[src/rtl/box_anim_rend.sv]
// Bouncing solid/outlined box overlay for a VGA/HDMI pixel stream; position steps once per frame.
// Colour is registered one cycle behind px/py; no backpressure, one pixel is accepted every clock.
module box_anim_rend #(
  parameter int          H_ACTIVE = 640,
  parameter int          V_ACTIVE = 480,
  parameter int          BOX_W    = 100,
  parameter int          BOX_H    = 100,
  parameter int          INIT_X   = 200,
  parameter int          INIT_Y   = 150,
  parameter int          STEP     = 2,
  parameter int          BORDER   = 4,
  parameter logic [23:0] FG_RGB   = 24'h00FF00,
  parameter logic [23:0] BG_RGB   = 24'h000000
) (
  input  logic       clk,
  input  logic       rst,
  input  logic [9:0] px,
  input  logic [9:0] py,
  input  logic       video_active,
  input  logic       frame_tick,
  input  logic       move_en,
  input  logic       outline_mode,
  output logic [9:0] box_x,
  output logic [9:0] box_y,
  output logic [7:0] bounce_cnt,
  output logic [7:0] red,
  output logic [7:0] green,
  output logic [7:0] blue
);

  localparam logic [10:0] X_MAX   = 11'(H_ACTIVE - BOX_W);
  localparam logic [10:0] Y_MAX   = 11'(V_ACTIVE - BOX_H);
  localparam logic [9:0]  X_MAX10 = 10'(H_ACTIVE - BOX_W);
  localparam logic [9:0]  Y_MAX10 = 10'(V_ACTIVE - BOX_H);
  localparam logic [10:0] STEP11  = 11'(STEP);
  localparam logic [9:0]  STEP10  = 10'(STEP);
  localparam logic [10:0] BW11    = 11'(BOX_W);
  localparam logic [10:0] BH11    = 11'(BOX_H);
  localparam logic [10:0] BRD11   = 11'(BORDER);

  logic [9:0]  r_box_x, r_box_y;
  logic        r_dir_x, r_dir_y;  // 1 = moving towards 0
  logic [7:0]  r_bounce_cnt;
  logic [23:0] r_rgb;

  logic [10:0] w_x_ext, w_y_ext, w_x_inc, w_y_inc;
  logic [9:0]  w_nx, w_ny;
  logic        w_ndx, w_ndy, w_bx, w_by;
  logic [10:0] w_px, w_py, w_right, w_bottom;
  logic        w_in_box, w_edge, w_draw;

  always_comb begin
    w_x_ext = {1'b0, r_box_x};
    w_y_ext = {1'b0, r_box_y};
    w_x_inc = w_x_ext + STEP11;
    w_y_inc = w_y_ext + STEP11;
    w_nx    = r_box_x;
    w_ny    = r_box_y;
    w_ndx   = r_dir_x;
    w_ndy   = r_dir_y;
    w_bx    = 1'b0;
    w_by    = 1'b0;
    if (!r_dir_x) begin
      if (w_x_inc > X_MAX) begin
        w_nx = X_MAX10; w_ndx = 1'b1; w_bx = 1'b1;
      end else begin
        w_nx = r_box_x + STEP10;
      end
    end else begin
      if (w_x_ext < STEP11) begin
        w_nx = '0; w_ndx = 1'b0; w_bx = 1'b1;
      end else begin
        w_nx = r_box_x - STEP10;
      end
    end
    if (!r_dir_y) begin
      if (w_y_inc > Y_MAX) begin
        w_ny = Y_MAX10; w_ndy = 1'b1; w_by = 1'b1;
      end else begin
        w_ny = r_box_y + STEP10;
      end
    end else begin
      if (w_y_ext < STEP11) begin
        w_ny = '0; w_ndy = 1'b0; w_by = 1'b1;
      end else begin
        w_ny = r_box_y - STEP10;
      end
    end
  end

  // Right/bottom distances are only meaningful (non-negative) once inside the box.
  always_comb begin
    w_px     = {1'b0, px};
    w_py     = {1'b0, py};
    w_right  = w_x_ext + BW11;
    w_bottom = w_y_ext + BH11;
    w_in_box = (w_px >= w_x_ext) && (w_px < w_right) &&
               (w_py >= w_y_ext) && (w_py < w_bottom);
    w_edge   = w_in_box && (((w_px - w_x_ext) < BRD11) ||
                            ((w_right - 11'd1 - w_px) < BRD11) ||
                            ((w_py - w_y_ext) < BRD11) ||
                            ((w_bottom - 11'd1 - w_py) < BRD11));
    w_draw   = outline_mode ? w_edge : w_in_box;
  end

  always_ff @(posedge clk or posedge rst) begin
    if (rst) begin
      r_box_x      <= 10'(INIT_X);
      r_box_y      <= 10'(INIT_Y);
      r_dir_x      <= 1'b0;
      r_dir_y      <= 1'b0;
      r_bounce_cnt <= '0;
      r_rgb        <= '0;
    end else begin
      if (frame_tick && move_en) begin
        r_box_x <= w_nx;
        r_box_y <= w_ny;
        r_dir_x <= w_ndx;
        r_dir_y <= w_ndy;
        if (w_bx || w_by) r_bounce_cnt <= r_bounce_cnt + 8'd1;
      end
      r_rgb <= !video_active ? 24'h000000 : (w_draw ? FG_RGB : BG_RGB);
    end
  end

  assign box_x      = r_box_x;
  assign box_y      = r_box_y;
  assign bounce_cnt = r_bounce_cnt;
  assign red        = r_rgb[23:16];
  assign green      = r_rgb[15:8];
  assign blue       = r_rgb[7:0];

endmodule

[config.mk]
export PLATFORM = sky130hd
export DESIGN_NAME = box_anim_rend
export DESIGN_NICKNAME = d
export VERILOG_FILES = /design/src/rtl/box_anim_rend.sv
export SDC_FILE = /design/constraint.sdc
export NUM_CORES = 1
export LEC_CHECK = 0
export ABC_AREA = 1
export BUFFER_PORTS_ARGS = -buffer_cell sky130_fd_sc_hd__buf_2
export CAP_MARGIN = 20
export CORE_ASPECT_RATIO = 1.5
export CORE_MARGIN = 2
export CORE_UTILIZATION = 30
export CTS_CLUSTER_DIAMETER = 150
export DETAILED_ROUTE_END_ITERATION = 16
export SYNTH_ARGS = -nofsm -noshare
export SYNTH_HDL_FRONTEND = slang
export SYNTH_SLANG_ARGS = --single-unit
[constraint.sdc]
create_clock -name clk -period 5.17 [get_ports clk]
set_clock_uncertainty 0.1 [all_clocks]
set_input_delay 0 -clock clk [delete_from_list [all_inputs] [get_ports clk]]
set_output_delay 0 -clock clk [all_outputs]
set_load 0.01 [all_outputs]
; Word level (Yosys, flattened, before mapping)
; Index checks and enable logic that the tools add are counted.
; W data, S select, Z words.
[totals]
register_bits = 46
[classes]
addsub = 15
reduce_logical = 10
mux = 19
magnitude_cmp = 12
[op_table]
columns = operator, n
row1 = $mux W10, 6
row2 = $lt A11 B3 Y1 const B, 4
row3 = $mux W16, 2
row4 = $add A10 B2 Y11 const B, 2
row5 = $add A10 B7 Y11 const B, 2
row6 = $lt A10 B11 Y1, 2
row7 = $sub A10 B10 Y11, 2
row8 = $sub A11 B1 Y11 const B, 2
row9 = $sub A11 B10 Y11, 2
row10 = $add A10 B2 Y10 const B, 2
row11 = $ge A10 B10 Y1, 2
row12 = $lt A10 B2 Y1 const B, 2
row13 = $sub A10 B2 Y10 const B, 2
row14 = $gt A11 B10 Y1 const B, 1
row15 = $gt A11 B9 Y1 const B, 1
row16 = $mux W1, 11
row17 = $add A8 B1 Y8 const B, 1
row18 = $logic_and A1 B1 Y1, 5
row19 = $logic_or A1 B1 Y1, 4
row20 = $reduce_and A2 Y1, 1

; Longest topological paths before layout
; Gate-level depths: netlist (run 1).
[depth]
ltp_word = 11
ltp_mapped = 21
mapped_depth_nobuf = 20

; Worst setup path after synthesis (run 1)
; OpenSTA, ideal clock, no wires.
[synth_timing]
path_type = register to register
start = register r_box_y[2], in the netlist box_y[2]
end = register r_rgb[14]
arrival_time_ps = 2363
stages_incl_launch_ff = 20
setup_ps = 113
period_less_slack_ps = 2576
slack_ps = 2594
n_path_buf = 0
path_cell_list = dfstp_2 > ha_1 > nand2_1 > nand3_1 > nand2_1 > xor2_1 > inv_1 > ha_1 > nand2_1 > inv_1 > a21oi_1 > nand3_1 > nand2_1 > nor2_1 > nand3_1 > nand2_1 > nor2_1 > nand3_1 > nand2_1 > inv_1
[synth_between]
elab_chain_len = 9
elab_cells_between_ends = 16
cone_classes = add/sub (4) / order compare (4) / mux (3) / reduce/logical (5)
[synth_rtl]
columns = element, line_no
row1 = "start, declared", 41  ; logic [9:0] r_box_x, r_box_y;
row2 = "start signal, assigned", 109  ; r_box_y <= 10'(INIT_Y);
row3 = "start signal, assigned", 117  ; r_box_y <= w_ny;
row4 = $add A10 B7 Y11, 96  ; w_bottom = w_y_ext + BH11;
row5 = $sub A11 B1 Y11, 102  ; ((w_bottom - 11'd1 - w_py) < BRD11));
row6 = $sub A11 B10 Y11, 102
row7 = $lt A11 B3 Y1, 102
row8 = $logic_or A1 B1 Y1, 101  ; ((w_py - w_y_ext) < BRD11) ||
row9 = $logic_and A1 B1 Y1, 99  ; w_edge = w_in_box && (((w_px - w_x_ext) < BRD11) ||
row10 = $mux W1 *, 103  ; w_draw = outline_mode ? w_edge : w_in_box;
row11 = $mux W16 * (2 in series), 122  ; r_rgb <= !video_active ? 24'h000000 : (w_draw ? FG_RGB : BG_RGB);
row12 = "end signal, assigned", 122
row13 = "end, declared", 44  ; logic [23:0] r_rgb;
; Every way passes the cells marked *; elsewhere a longest branch is shown, timed or not.
; A chain may end at the register's enable or synchronous reset.

; Worst setup path after layout (run 1)
[layout_timing]
start = register r_box_x[3], in the netlist box_x[3]
end = register r_rgb[14]
[layout_between]
elab_chain_len = 11
elab_cells_between_ends = 18
cone_classes = add/sub (4) / order compare (4) / mux (3) / reduce/logical (7)
[layout_rtl]
columns = element, line_no
row1 = "start, declared", 41
row2 = "start signal, assigned", 108  ; r_box_x <= 10'(INIT_X);
row3 = "start signal, assigned", 116  ; r_box_x <= w_nx;
row4 = $add A10 B7 Y11, 95  ; w_right = w_x_ext + BW11;
row5 = $sub A11 B1 Y11, 100  ; ((w_right - 11'd1 - w_px) < BRD11) ||
row6 = $sub A11 B10 Y11, 100
row7 = $lt A11 B3 Y1, 100
row8 = $logic_or A1 B1 Y1, 99
row9 = $logic_or A1 B1 Y1, 100
row10 = $logic_or A1 B1 Y1, 101
row11 = $logic_and A1 B1 Y1, 99
row12 = $mux W1 *, 103
row13 = $mux W16 * (2 in series), 122
; Marks and branches as above.

==> results.md, run 1 <==
* Largest net degree at the start of global routing at 30
* RSZ-0062 raised after global routing: no
* DRC violations left at 0
* TNS Setup at 0 ns
* Warnings, synthesis at 0
* Wirelength per Cell at around 12 µm
* Worst Path Max Fanout at 9
* CTS tree: done
* Remaining global-route overflow at 0
* Max Slew Vio Count at 0
* Critical path class: flip-flop to flip-flop
* P per Cell Area at just over 600 nW/µm²
* Final nets at between 900 and 1,000
* Via count at about 5,100
* Combinational Power Share at ~76%
* Ant. Diodes at 0
* Endpoints failing setup at 0
* Endpoints failing hold at 0
* Share of layout cells above drive strength 1 at between 10% and 20%
* Via/cell ratio at 4.666
* Worst-path clk slew at 0.05 ns
* Cells after Synth at about 830
* Synth async-reset ratio at 100.0%
* Register area share after synthesis at 14.61%
* Switching share of total power at roughly 57%
* Post-synth EDFFs at 0
* CP startpoint kind: flip-flop
* Pint at roughly 1.5 mW
* NetSw at 1.920 mW
* Row cnt at 58
* Initial antenna violation count at 0
* GPL Wtd Cong at slightly below 0.9
* CP Cell Sequence: ha_1, nand2_4, nand3_1, nand2_1, xor2_1, inv_1, ha_1, nand2_1, nor2_1, nand3_1, nand3_1, nand2_1, nand2_1, nand3_1, nor2_1, nor2_1, nand3_1, nand2_1, inv_1
* Hold crit path type: primary input to flip-flop
* Vias in the first global route at about 4,700
* Critical Path Max Stage Delay at between 0.6 and 0.7 ns
* Root Buffer: clkbuf_16
* Crit end category: flip-flop
* Status: completed
* Slew headroom at roughly two thirds
* Final worst-path cycle share at 59.73%
* Die width at 109.7 µm
* Initial Utilization at ~30%
* Max clock buf depth at 2
* Cts bufs inserted at 5
* Clock power share at between 8 and 9%
* Area grow syn2layout at 10.58%
* Post-CTS setup buffer count at 0
* Total Power at between 3 and 4 mW
* Worst path slowest cell: dfstp_2
* Sequential power share at 15.5%
* Most frequent cell after synthesis: nand2_1
* Crit path required time at ~5.3 ns
* Yosys reg bits at 29
* GRT Total Usage at about 15%
* Die area at approximately 18,000 µm²
* Synth Flop Type: dfrtp_1
* # H-tree levels at 2
* 1st-pass router iterations at 4
* Synthesized cell area at 5026 µm²
* Antenna-violating nets left at 0
* Initial DRC Count at between 150 and 200
* Share of the synthesized area in the top cell type at about 18%
* CP Data Arrival Time at about 3.2 ns
* Synth area leader: nand2_1
* Top Ports at 78
* # fillers at approximately 1,900
* Max capacitance violation total at 0
* Height of the die at 162.5 µm
* # port buffers at slightly below 60
* Static leakage at ~3.2 nW
* Worst-Skew Late Latency at between 0.2 and 0.3 ns
* Tmin final at slightly above 3 ns
* Post-DP HPWL at 11,110 µm
* Peak VDD IR at around 0.22 mV
* Top cells by area, synth: nand2_1 18%, ha_1 16%, dfrtp_1 11%, inv_1 10%, nand3_1 7.4%
* Commonest cells in the netlist: 239 x nand2_1, 139 x inv_1, 75 x nor2_1, 74 x nand3_1, 63 x ha_1
* Core ar. at around 17,000 µm²
* Avg Inst Size Synth at 6.026 µm²
* Worst slew pin tran at between 0.5 and 0.6 ns
* Fmax at 323.8 MHz
* CTS sink cnt at 29
* First-pass GRT wire length at between 20,000 and 25,000 µm
* Count of different cell masters after synthesis at 43
* Routed wire length at ~13,000 µm
-- layer usage --
layer	share of wire, %	GRT usage, %	up-vias
li1	-	-	2684
met1	40	16.51	2285
met2	55	29.43	101
met3	3.2	1.521	21
met4	2.0	3.740	0
met5	0	0	-
-- sequential cells by signal (all words and copies together) (netlist names) --
signal,cells
box_x,9
box_y,9
bounce_cnt,8
r_dir_x,1
r_dir_y,1
r_rgb,1
-- worst max-delay path, delay by kind of cell, from the launching register on --
kind / cells / cell delay (ns)
adders and majority gates: 2 / 0.66
xor gates and xnor gates: 1 / 0.18
DFF: 1 / 0.63
buffers and inverters: 2 / 0.12
and+or+nand+nor: 14 / 1.33
-- power groups by stage --
stage	logic, mW	registers [mW]	clock network (mW)
after global placement	2.53	0.524	0
after floorplan	2.05	0.444	0
after detailed placement	2.55	0.524	0
after global routing	2.94	0.541	0.318
after CTS	2.56	0.522	0.307
final	2.55	0.522	0.300
-- kinds of logic (layout without fill, tap and decap cells) --
family	count (synthesis)	count (layout)	synth area share, %
and+or+nand+nor	432	432	37.79
buffers and inverters	183	213	16.18
AOI/OAI and AO/OA	98	98	10.78
adders and majority gates	63	63	15.68
DFF	29	29	14.61
xor gates and xnor gates	28	28	4.879
other	1	18	0.07461
-- per-stage QoR --
step / std cells / hold WS (ns) / setup WS (ns) / utilization, % / cell area, µm²
after detailed placement: 1082 / -0.002546 / 2.090 / 32.43 / 5390
after global routing: 1091 / 0.1169 / 1.770 / 33.44 / 5558
final: 1091 / 0.04794 / 2.082 / 33.44 / 5558
after global placement: 1082 / -0.005752 / 2.121 / 32.43 / 5390
after CTS: 1091 / 0.08996 / 2.077 / 33.44 / 5558
after floorplan: 851 / -0.02708 / 2.594 / - / 5090
-- area by class of cell --
| class | count | area, µm² | area share [%] |
|---|---|---|---|
| Clock buffer | 7 | 152.6 | 2.747 |
| Clock inverter | 1 | 5.005 | 0.09005 |
| Inverter | 144 | 545.5 | 9.815 |
| Multi-Input combinational cell | 639 | 3542 | 63.73 |
| Sequential cell | 29 | 734.5 | 13.21 |
| Tap cell | 210 | 262.8 | 4.728 |
| Timing Repair Buffer | 61 | 315.3 | 5.673 |
-- final timing paths --
check	from	to	slack [ns]	cells past startpoint
worst max-delay path	box_x[3]$_DFFE_PP1P_	r_rgb[14]$_DFF_PP0_	2.08	19
worst min-delay path	outline_mode	r_rgb[14]$_DFF_PP0_	0.05	6
worst min register to register	bounce_cnt[7]$_DFFE_PP0P_	bounce_cnt[7]$_DFFE_PP0P_	0.42	2
min in group asynchronous	rst	bounce_cnt[6]$_DFFE_PP0P_	0.25	4
worst max register to register	box_x[3]$_DFFE_PP1P_	r_rgb[14]$_DFF_PP0_	2.08	19
max in group asynchronous	rst	box_x[6]$_DFFE_PP1P_	4.40	4
-- placed cells by master (no fill, tap or decap), types with 3 or more instances in the layout --
master     Yosys  routed
o21ai_1        5       5
clkbuf_16      0       5
nor3_1         6       6
dfrtp_1       22      22
nand3_1       74      74
inv_1        139     139
xor2_1        20      20
dfstp_2        7       7
o22ai_1        4       4
nor2_1        75      75
nand3b_1       7       7
nand2_1      239     239
conb_1         1      18
nand4_1       13      13
o21ai_0       36      36
nand2_4        3       3
a22oi_1        5       5
a21oi_1       36      36
inv_2          4       4
ha_1          63      63
xnor2_1        8       8
buf_2          7      58
nand2_2        5       5
-- timing repair --
action | 4_1_cts | 5_1_grt
hold buffers | 1 | 0
gates resized for setup | 0 | 0
hold endpoints to repair | 22 | 0
Note: power is estimated with default switching activity, not from simulation.
==> run 2: changes to the inputs <==
- ABC_AREA: 1 -> 0
- clock period: 5.17 -> 2.54 ns (I/O delays scaled with it)
==> results.md, run 2 <==
* Hold endpoint: r_rgb[14]$_DFF_PP0_ (unchanged)
* CP Data Arrival Time at 3.05 ns (was 3.20 ns)
* Register area share after synthesis at 16.92% (was 14.61%)
* Avg Inst Size Synth at 7.696 µm² (was 6.026 µm²)
* Reg2Reg Setup Slack at -0.40 ns (was 2.08 ns)
* Synthesized cell area at 4340 µm² (was 5026 µm²)
* CTS sink cnt at 29 (unchanged)
* Final nets at 841 (was 969)
* Synth area leader: ha_1 (was nand2_1)
* Die area at 15,470 µm² (was 17,830 µm²)
* Yosys reg bits at 29 (unchanged)
* Max Slew Vio Count at 0 (unchanged)
* Failing checks: negative setup slack
* Row cnt at 53 (was 58)
* Worst-case reg-to-reg path depth at 12 (was 19)
* Initial antenna violation count at 0 (unchanged)
* Post-DP HPWL at 11,340 µm (was 11,110 µm)
* Via/cell ratio at 5.124 (was 4.666)
* Synth async-reset ratio at 100.0% (unchanged)
* Total Power at 8.187 mW (was 3.375 mW)
* Worst Hold Depth at 4 (was 6)
* Worst-path clk slew at 0.06 ns (was 0.05 ns)
* CTS tree: done (unchanged)
* Max capacitance violation total at 0 (unchanged)
* Most frequent cell after synthesis: inv_1 (was nand2_1)
* Worst Path Max Fanout at 4 (was 9)
* Setup ws final at -0.3983 ns (was 2.082 ns)
* Most frequent cells in the layout: 137 x buf_4, 60 x inv_1, 57 x buf_2 (was 239 x nand2_1, 139 x inv_1, 75 x nor2_1)
* Reg2Reg Launch Point: box_y[2]$_DFFE_PP1P_ (was box_x[3]$_DFFE_PP1P_)
* Count of different cell masters after synthesis at 74 (was 43)
* Crit path required time at 2.65 ns (was 5.28 ns)
* Hold crit path type: primary input to flip-flop (unchanged)
* DRC violations left at 0 (unchanged)
* Commonest cells in the netlist: 64 x inv_1, 63 x ha_1, 39 x o21ai_0 (was 239 x nand2_1, 139 x inv_1, 75 x nor2_1, 74 x nand3_1, 63 x ha_1)
* Final worst-path cycle share at 115.7% (was 59.73%)
* Hold Path Origin: outline_mode (unchanged)
* Worst-Skew Late Latency at 0.29 ns (was 0.27 ns)
* Core ar. at 14,060 µm² (was 16,620 µm²)
* Initial DRC Count at 164 (was 189)
* Ant. Diodes at 0 (unchanged)
* # H-tree levels at 2 (unchanged)
* Placed cells at 914 (was 1,082)
* Crit end category: flip-flop (unchanged)
* Endpoints failing setup at 9 (was 0)
* Routed wire length at 14,570 µm (was 13,330 µm)
* Cells after Synth at 564 (was 834)
* Share of the synthesized area in the top cell type at 18.16% (was 17.85%)
* GRT Total Usage at 17.99% (was 14.94%)
* Placed cell area at 5657 µm² (was 5390 µm²)
* Die width at 102.2 µm (was 109.7 µm)
* CP startpoint kind: flip-flop (unchanged)
* Post-synth EDFFs at 0 (unchanged)
* # port buffers at 57 (was 58)
* Status: finished, violations left (was completed)
* RSZ-0062 raised after global routing: yes (was no)
* Synth Flop Type: dfrtp_1 (unchanged)
* Area grow syn2layout at 53.10% (was 10.58%)
* Most common cell after layout, fill and taps aside: buf_4 (was nand2_1)
* Static leakage at 3.175 nW (was 3.219 nW)
* Fmax at 340.3 MHz (was 323.8 MHz)
* Root Buffer: clkbuf_16 (unchanged)
* First-pass GRT wire length at 22,360 µm (was 21,650 µm)
* Top Ports at 78 (unchanged)
* Remaining global-route overflow at 0 (unchanged)
* Worst slew pin tran at 0.6058 ns (was 0.5169 ns)
* P per Cell Area at 1232 nW/µm² (was 607.2 nW/µm²)
* Vias in the first global route at 4,873 (was 4,714)
* Via count at 4,842 (was 5,091)
* Finished Cell Area at 6645 µm² (was 5558 µm²)
* Endpoints failing hold at 0 (unchanged)
* Final std cells w/o fill at 945 (was 1,091)
* Wirelength per Cell at 15.41 µm (was 12.22 µm)
* Largest net degree at the start of global routing at 18 (was 30)
* Antenna-violating nets left at 0 (unchanged)
* R2R Path End: r_rgb[14]$_DFF_PP0_ (unchanged)
* 1st-pass router iterations at 4 (unchanged)
* Critical path class: flip-flop to flip-flop (unchanged)
* Max clock buf depth at 2 (unchanged)
* Top cells by area, synth: ha_1 18%, dfrtp_1 13%, inv_1 5.5%, buf_4 4.7%, o21ai_0 4.5% (was nand2_1 18%, ha_1 16%, dfrtp_1 11%, inv_1 10%, nand3_1 7.4%)
* Cts bufs inserted at 5 (unchanged)
* Tmin final at 2.938 ns (was 3.088 ns)
* Share of layout cells above drive strength 1 at 42.90% (was 11.12%)
* Slew headroom at 59.61% (was 65.46%)
* Height of the die at 151.3 µm (was 162.5 µm)
* Peak VDD IR at 0.4600 mV (was 0.2230 mV)
* Initial Utilization at 30.87% (was 30.24%)
* Warnings, synthesis at 0 (unchanged)
* GPL Wtd Cong at 0.8867 (was 0.8829)
-- run 2: cell types whose count changed after synthesis, sizes merged, moves of 7 or more --
cell / change
o21a: +8
a21o: +7
xor2: -7
a31oi: +7
inv: -80
a211o: +7
nor3: +16
nor2: -42
nand3: -62
xnor2: +9
nand2: -213
clkbuf: +11
-- run 2: timing repair --
action	4_1_cts	5_1_grt
setup buffers	7	18
hold buffers	2	0
pin swaps	17	33
endpoints found under the setup margin	16	20
hold endpoints to repair	30	0
resized for setup	38	83
gates cloned	0	0
-- run 2: critical path, cell delays in order (launching register included) --
cell and delay [ns]:
dfstp_2 0.57, buf_12 0.12, nand3_2 0.10, xnor2_2 0.16, ha_1 0.37, buf_4 0.17
a21o_1 0.17, a21oi_1 0.20, nand2_1 0.10, a2111o_1 0.42, o211ai_1 0.10, o2111ai_1 0.14
a21oi_1 0.13
-- run 2: through the flow --
step | setup TNS [ns] | hold slack, ns | worst slack [ns] | util (%)
floorplan | -0.3344 | -0.02722 | -0.2968 | -
global placement | -2.082 | -0.06170 | -0.3824 | 40.24
detailed placement | -2.592 | -0.05529 | -0.4779 | 40.24
CTS | -1.555 | 0.05588 | -0.3502 | 43.16
global route | -3.335 | 0.08482 | -0.5047 | 47.27
finish | -1.894 | 0.07466 | -0.3983 | 47.27
-- run 2: how the worst max path moves through the flow --
| stage | start | end | slack [ns] |
|---|---|---|---|
| 4_1_cts | box_y[2]$_DFFE_PP1P_ | r_rgb[14]$_DFF_PP0_ | -0.35 |
| 5_1_grt | box_y[2]$_DFFE_PP1P_ | r_rgb[14]$_DFF_PP0_ | -0.50 |
| 3_3_place_gp | box_x[3]$_DFFE_PP1P_ | r_rgb[14]$_DFF_PP0_ | -0.38 |
| 6_report | box_y[2]$_DFFE_PP1P_ | r_rgb[14]$_DFF_PP0_ | -0.40 |
| 3_5_place_dp | box_x[3]$_DFFE_PP1P_ | r_rgb[14]$_DFF_PP0_ | -0.48 |
| 2_1_floorplan | box_x[3]$_DFFE_PP1P_ | r_rgb[14]$_DFF_PP0_ | -0.30 |
-- run 2: cells by family after synthesis --
family / after synthesis / share of synthesized area [%]
AO/OA/AOI/OAI: 172 / 27.13
flip-flops: 29 / 16.92
multiplexers: 7 / 1.701
other: 1 / 0.08640
XOR/XNOR: 30 / 6.054
AND/OR/NAND/NOR: 154 / 17.87
buffers and inverters: 108 / 12.08
adder cells (fa/ha/maj): 63 / 18.16
-- run 2: per-layer routing --
| layer | GRT usage [%] | vias up | share of wire [%] |
|---|---|---|---|
| li1 | - | 2370 | - |
| met1 | 17.72 | 2315 | 37 |
| met2 | 36.25 | 116 | 57 |
| met3 | 2.123 | 41 | 2.6 |
| met4 | 8.000 | 0 | 3.3 |
| met5 | 0 | - | 0 |
-- run 2: layout make-up --
type	count	area [µm²]
inverter	64	242.7
sequential	29	738.2
tap	192	240.2
clock inverter	3	46.29
clock buffer	5	125.1
fill	1374	7413
timing repair buffer	208	1478
multi-input combinational	444	3775
-- run 2: report_power, final --
| group | switching [mW] | internal, mW |
|---|---|---|
| Clock | 0.242 | 0.464 |
| Combinational | 3.27 | 3.33 |
| Sequential | 0.228 | 0.657 |
